===== src/rtl/spi_master_if.sv =====
// Bundle of the SPI master's data and serial-link signals.
//   datain   : parallel word to transmit (source -> master)
//   counter  : bits still to be sent in the current frame
//   spi_cs   : chip select, active low
//   spi_sclk : serial clock, idles low
//   spi_data : serial data (MOSI), MSB first
// The master modport is for the SPI master; the slave modport is for the
// side that supplies datain and observes the link.
interface spi_master_if #(
    parameter int unsigned DATA_WIDTH = 16
);
    logic [DATA_WIDTH-1:0] datain;
    logic [4:0]            counter;
    logic                  spi_cs;
    logic                  spi_sclk;
    logic                  spi_data;

    modport master (
        input  datain,
        output counter,
        output spi_cs,
        output spi_sclk,
        output spi_data
    );

    modport slave (
        output datain,
        input  counter,
        input  spi_cs,
        input  spi_sclk,
        input  spi_data
    );
endinterface


===== src/rtl/spi_master.sv =====
// Free-running transmit-only SPI master, mode 0 (CPOL=0, CPHA=0), MSB first.
// Every frame latches bus.datain in LOAD and shifts it out on spi_data while
// spi_cs is low; frames repeat back-to-back with a two-cycle spi_cs-high gap.
// Ports:
//   clk   : system clock, rising edge
//   reset : asynchronous, active-low reset
//   bus   : spi_master_if master modport (datain in; counter, spi_cs,
//           spi_sclk, spi_data out, all registered)
// DATA_WIDTH must be 2..31 so the 5-bit counter can hold it; CLK_DIV >= 1.
module spi_master #(
    parameter int unsigned DATA_WIDTH = 16,
    parameter int unsigned CLK_DIV    = 1
) (
    input  logic          clk,
    input  logic          reset,
    spi_master_if.master  bus
);

    localparam int unsigned CNT_W = 5;
    localparam int unsigned DIV_W = $clog2(CLK_DIV) + 1;

    typedef enum logic [1:0] {
        IDLE  = 2'd0,
        LOAD  = 2'd1,
        SHIFT = 2'd2
    } state_t;

    state_t                state;
    logic [DATA_WIDTH-1:0] shift_q;
    logic [CNT_W-1:0]      counter_q;
    logic [DIV_W-1:0]      div_q;
    logic                  cs_q;
    logic                  sclk_q;
    logic                  data_q;

    // Each state registers the outputs seen during the following cycle, so
    // the LOAD state's values appear one cycle after LOAD is entered and the
    // last falling edge (cs high) is followed by one IDLE cycle.
    always_ff @(posedge clk or negedge reset) begin
        if (!reset) begin
            state     <= IDLE;
            shift_q   <= '0;
            counter_q <= '0;
            div_q     <= '0;
            cs_q      <= 1'b1;
            sclk_q    <= 1'b0;
            data_q    <= 1'b0;
        end else begin
            case (state)
                IDLE: begin
                    cs_q      <= 1'b1;
                    sclk_q    <= 1'b0;
                    data_q    <= 1'b0;
                    counter_q <= '0;
                    div_q     <= '0;
                    state     <= LOAD;
                end

                LOAD: begin
                    shift_q   <= bus.datain;
                    cs_q      <= 1'b0;
                    sclk_q    <= 1'b0;
                    data_q    <= bus.datain[DATA_WIDTH-1];
                    counter_q <= CNT_W'(DATA_WIDTH);
                    div_q     <= '0;
                    state     <= SHIFT;
                end

                SHIFT: begin
                    // Half-period timer; sclk toggles when it expires.
                    if (div_q == DIV_W'(CLK_DIV - 1)) begin
                        div_q <= '0;
                        if (!sclk_q) begin
                            sclk_q <= 1'b1;
                        end else begin
                            sclk_q <= 1'b0;
                            // Falling edge: last bit done ends the frame,
                            // otherwise present the next bit.
                            if (counter_q == CNT_W'(1)) begin
                                counter_q <= '0;
                                cs_q      <= 1'b1;
                                data_q    <= 1'b0;
                                state     <= IDLE;
                            end else begin
                                counter_q <= counter_q - CNT_W'(1);
                                shift_q   <= shift_q << 1;
                                data_q    <= shift_q[DATA_WIDTH-2];
                            end
                        end
                    end else begin
                        div_q <= div_q + DIV_W'(1);
                    end
                end

                default: begin
                    state <= IDLE;
                end
            endcase
        end
    end

    assign bus.counter  = counter_q;
    assign bus.spi_cs   = cs_q;
    assign bus.spi_sclk = sclk_q;
    assign bus.spi_data = data_q;

endmodule


===== src/flat_wrapper.sv =====
// flat-port wrapper written by rule: the top's interface ports become plain ports
module spi_master_flat 
#(
    parameter int unsigned DATA_WIDTH = 16,
    parameter int unsigned CLK_DIV    = 1
)
  (clk, reset, bus_datain, bus_counter, bus_spi_cs, bus_spi_sclk, bus_spi_data);
  spi_master_if #(.DATA_WIDTH(DATA_WIDTH)) bus_i ();
  input  logic clk;
  input  logic reset;
  input wire logic [$bits(bus_i.datain)-1:0] bus_datain;
  output wire logic [$bits(bus_i.counter)-1:0] bus_counter;
  output wire logic [$bits(bus_i.spi_cs)-1:0] bus_spi_cs;
  output wire logic [$bits(bus_i.spi_sclk)-1:0] bus_spi_sclk;
  output wire logic [$bits(bus_i.spi_data)-1:0] bus_spi_data;
  assign bus_i.datain = bus_datain;
  assign bus_counter = bus_i.counter;
  assign bus_spi_cs = bus_i.spi_cs;
  assign bus_spi_sclk = bus_i.spi_sclk;
  assign bus_spi_data = bus_i.spi_data;
  spi_master #(.DATA_WIDTH(DATA_WIDTH), .CLK_DIV(CLK_DIV)) u_core (.clk(clk), .reset(reset), .bus(bus_i));
endmodule

===== config.mk =====
export PLATFORM = sky130hd
export DESIGN_NAME = spi_master_flat
export DESIGN_NICKNAME = d
export VERILOG_FILES = /design/src/rtl/spi_master_if.sv /design/src/rtl/spi_master.sv /design/src/flat_wrapper.sv
export SDC_FILE = /design/constraint.sdc
export NUM_CORES = 1
export LEC_CHECK = 0
export ABC_AREA = 1
export BUFFER_PORTS_ARGS = -buffer_cell sky130_fd_sc_hd__buf_2
export CAP_MARGIN = 20
export CORE_MARGIN = 2
export CORE_UTILIZATION = 45
export CTS_CLUSTER_DIAMETER = 30
export CTS_CLUSTER_SIZE = 30
export DETAILED_ROUTE_END_ITERATION = 6
export PLACE_DENSITY_LB_ADDON = 0.05
export SETUP_SLACK_MARGIN = 0.2
export SLEW_MARGIN = 20
export SYNTH_ARGS = -nofsm -noshare
export SYNTH_HDL_FRONTEND = slang
export SYNTH_SLANG_ARGS = --single-unit

===== constraint.sdc =====
create_clock -name clk -period 2.1 [get_ports clk]
set_clock_uncertainty 0.15 [all_clocks]
set_input_delay 0.21 -clock clk [delete_from_list [all_inputs] [get_ports clk]]
set_output_delay 0.21 -clock clk [all_outputs]
set_load 0.02 [all_outputs]

==> run metrics <==
run status=finished, final reports clean; clock root buffer=clkbuf_4; Hold Crit Class=in -> reg; clock buffer depth=2; final instance area=between 1500 and 2000 um2; final core occ=52.8%; initial antenna violation count=0; Ys Warns=0; Psw=around 190 uW; largest net degree at the start of global routing=26; first-pass GRT wire length=approximately 5600 um; Synth Area in Adders=between 5 and 6%; Netlist Area Pre-Place=about 1500 um2; fin crit period=1.72 ns; total negative setup slack=0 ns; Remaining DRCs=0; Mapped Avg Cell Area=7.87 um2; Switching Fraction=roughly 24%; commonest non-fill, non-tap cell in the layout=nand2_1; I/O pin cnt=26; Port Buffers=25; Crit path arrival time=between 1.5 and 2 ns; Post-synth EDFFs=0; CP Cell Sequence=inv_1 -> ha_1 -> inv_1 -> nand2_8 -> nand3_4 -> nand2_2 -> nand2_1; R2R depth=7; Synth Area in XOR/XNOR=0%; wire per inst=about 12 um; Initial DRC Count=50; P_leak=0.987 nW; part of the power in registers=roughly 64%; clk_lat worst skew=about 0.33 ns; ANT nets after route=0; required time worst endpoint=2.18 ns; vias in the first global route=1262; area share of and/or/nand/nor cells after synthesis=between 40% and 50%; startpoint types=flip-flop; most frequent cells in the layout=nand2_1, buf_2, dfrtp_1, nand4_1, inv_1; period utilization=82.1%; Crit-path slowest cell=dfrtp_1; Synth Area in Compound Gates=roughly 2.5%; Nets=approximately 250; Comb power frac=under 10%; # rows=21; Final Max Tran Viols=0; area growth from synthesis to final layout=13.9%; total power=approximately 770 uW; highest clock rate=around 580 MHz; sequential fraction of the synthesis area=40.8%; CTS tree=built; main combinational cell family by area after synthesis=simple AND/OR/NAND/NOR gates; crit path launch=u_core.state[1]$_DFFE_PN0P_; multiplexer share of the synthesized area=0%; Final GP Congestion=between 0.8 and 0.9; R2R setup slack=roughly 0.38 ns; setup violators final=0; Rel. slew slack=between 60% and 70%; Max Fanout on Critical Path=16; net count after synthesis=220; Reg clk slew, reported paths=0.15 ns; DR pass1 iterations=5; Slew @ Worst Pin=between 0.5 and 0.6 ns; placed inst area=around 1700 um2; Pint=585 uW; Crit path top cell by count=inv_1; RSZ-0062 raised after global routing=false; Worst Setup EP=u_core.shift_q[5]$_DFFE_PN0P_; fraction of layout cells with a size suffix above 1=between 20% and 30%; PwrDens=around 440 nW/um2; Yosys reg bits=25; clock network power share=29.6%; total clock sinks=25; H-tree level count=1; maxcap violations=0; Vias=between 1k and 1.5k; Core ar.=between 3000 and 4000 um2; post-CTS setup repair buffer count=0; Main synth FF type=dfrtp_1; DRT Wirelength=approximately 3200 um; vias per cell=roughly 4.9; ANT cells=0; library cells used by synthesis=28; Max VDD drop=around 0.25 mV; Worst Setup End Kind=flip-flop; Die X=between 60 and 70 um; r2r endpoint=u_core.shift_q[5]$_DFFE_PN0P_; Crit path largest cell delay=0.47 ns; Fin. Hold Viols=0; Vert. Die Dim=62.4 um; Filler Cells Inserted=between 300 and 400; worst r2r src=u_core.state[1]$_DFFE_PN0P_; Starting Density=between 40% and 50%; post-synthesis cell count=195; cts bufs inserted=3; DP HPWL=2280 um; Post-synth ARST share=100%; All-Layer GR Usage=around 18%; grt total ovfl=0; die area=approximately 3900 um2; kind of critical path=reg -> reg
-- power groups by stage --
stage | logic [mW] | registers [mW] | clock network (mW)
6_report | 0.0463 | 0.498 | 0.229
5_1_grt | 0.0536 | 0.499 | 0.262
4_1_cts | 0.0481 | 0.498 | 0.236
3_5_place_dp | 0.0452 | 0.507 | 0
3_3_place_gp | 0.0443 | 0.507 | 0
2_1_floorplan | 0.0141 | 0.507 | 0
-- sequential cells by signal, indices dropped and copies added, names as in the netlist --
register and flops:
u_core.bus.spi_data 1, u_core.state 2, u_core.bus.spi_cs 1, u_core.bus.counter 5, u_core.shift_q 15, u_core.bus.spi_sclk 1
-- per-layer routing --
metal | global-route usage [%] | up-vias | wire length (um)
met2 | 32.9 | 25 | 1580
li1 | - | 673 | -
met5 | 0 | - | 0
met1 | 21.1 | 604 | 1510
met3 | 2.34 | 4 | 83
met4 | 5.00 | 0 | 34
-- cell usage after synthesis, types with 2 or more instances --
cell type	count	area (um2)
nand3_4	2	35.0
nand2_2	11	68.8
inv_1	13	48.8
dfrtp_1	24	601
ha_1	7	87.6
nand2_1	91	342
buf_2	4	20.0
nor2_2	2	12.5
buf_6	2	22.5
nand3_1	7	35.0
nand4_1	15	93.8
-- repair_timing --
item | CTS | global route
endpoints found under the setup margin | 15 | 15
gates cloned | 0 | 1
pin swaps | 0 | 0
gates resized for setup | 1 | 2
endpoints found under the hold margin | 25 | 0
hold buffers | 2 | 0
-- worst min path at each step --
stage              startpoint                                 to  slack [ns]  cells after the start
6_report       bus_datain[15]    u_core.bus.spi_data$_DFFE_PN0P_        0.03                      4
5_1_grt        bus_datain[15]    u_core.bus.spi_data$_DFFE_PN0P_        0.03                      4
4_1_cts        bus_datain[15]    u_core.bus.spi_data$_DFFE_PN0P_        0.04                      4
3_5_place_dp            reset        u_core.state[1]$_DFFE_PN0P_         0.1                      1
3_3_place_gp            reset        u_core.state[1]$_DFFE_PN0P_        0.09                      1
2_1_floorplan           reset  u_core.bus.counter[0]$_DFFE_PN0P_       -0.24                      0
-- logic make-up after synthesis --
kind of cell / Yosys count
DFF: 25
AOI/OAI and AO/OA: 6
adders and majority gates: 7
buffers and inverters: 22
and+or+nand+nor: 135
-- worst max-delay path, delay by kind of cell, from the launching register on --
family	cells	cell delay, ns
adder cells (fa/ha/maj)	1	0.25
buffers and inverters	2	0.29
flip-flops	1	0.47
AND/OR/NAND/NOR	4	0.48
-- through the flow --
stage	hold WS (ns)	instances	setup WS (ns)
2_1_floorplan	-0.236	195	0.559
3_3_place_gp	0.0881	261	0.178
3_5_place_dp	0.0980	261	0.0906
4_1_cts	0.0358	267	0.232
5_1_grt	0.0290	268	0.240
6_report	0.0345	268	0.376
-- final cells by class --
class	count	area (um2)	area share (%)
well taps	46	57.6	3.29
clock buffers	3	22.5	1.29
clock inverters	1	5.00	0.286
repair buffers	30	168	9.59
flip-flops and latches	25	627	35.9
inverters	14	55.1	3.15
multi-input cells	149	813	46.5
(Power assumes the default switching activity.)
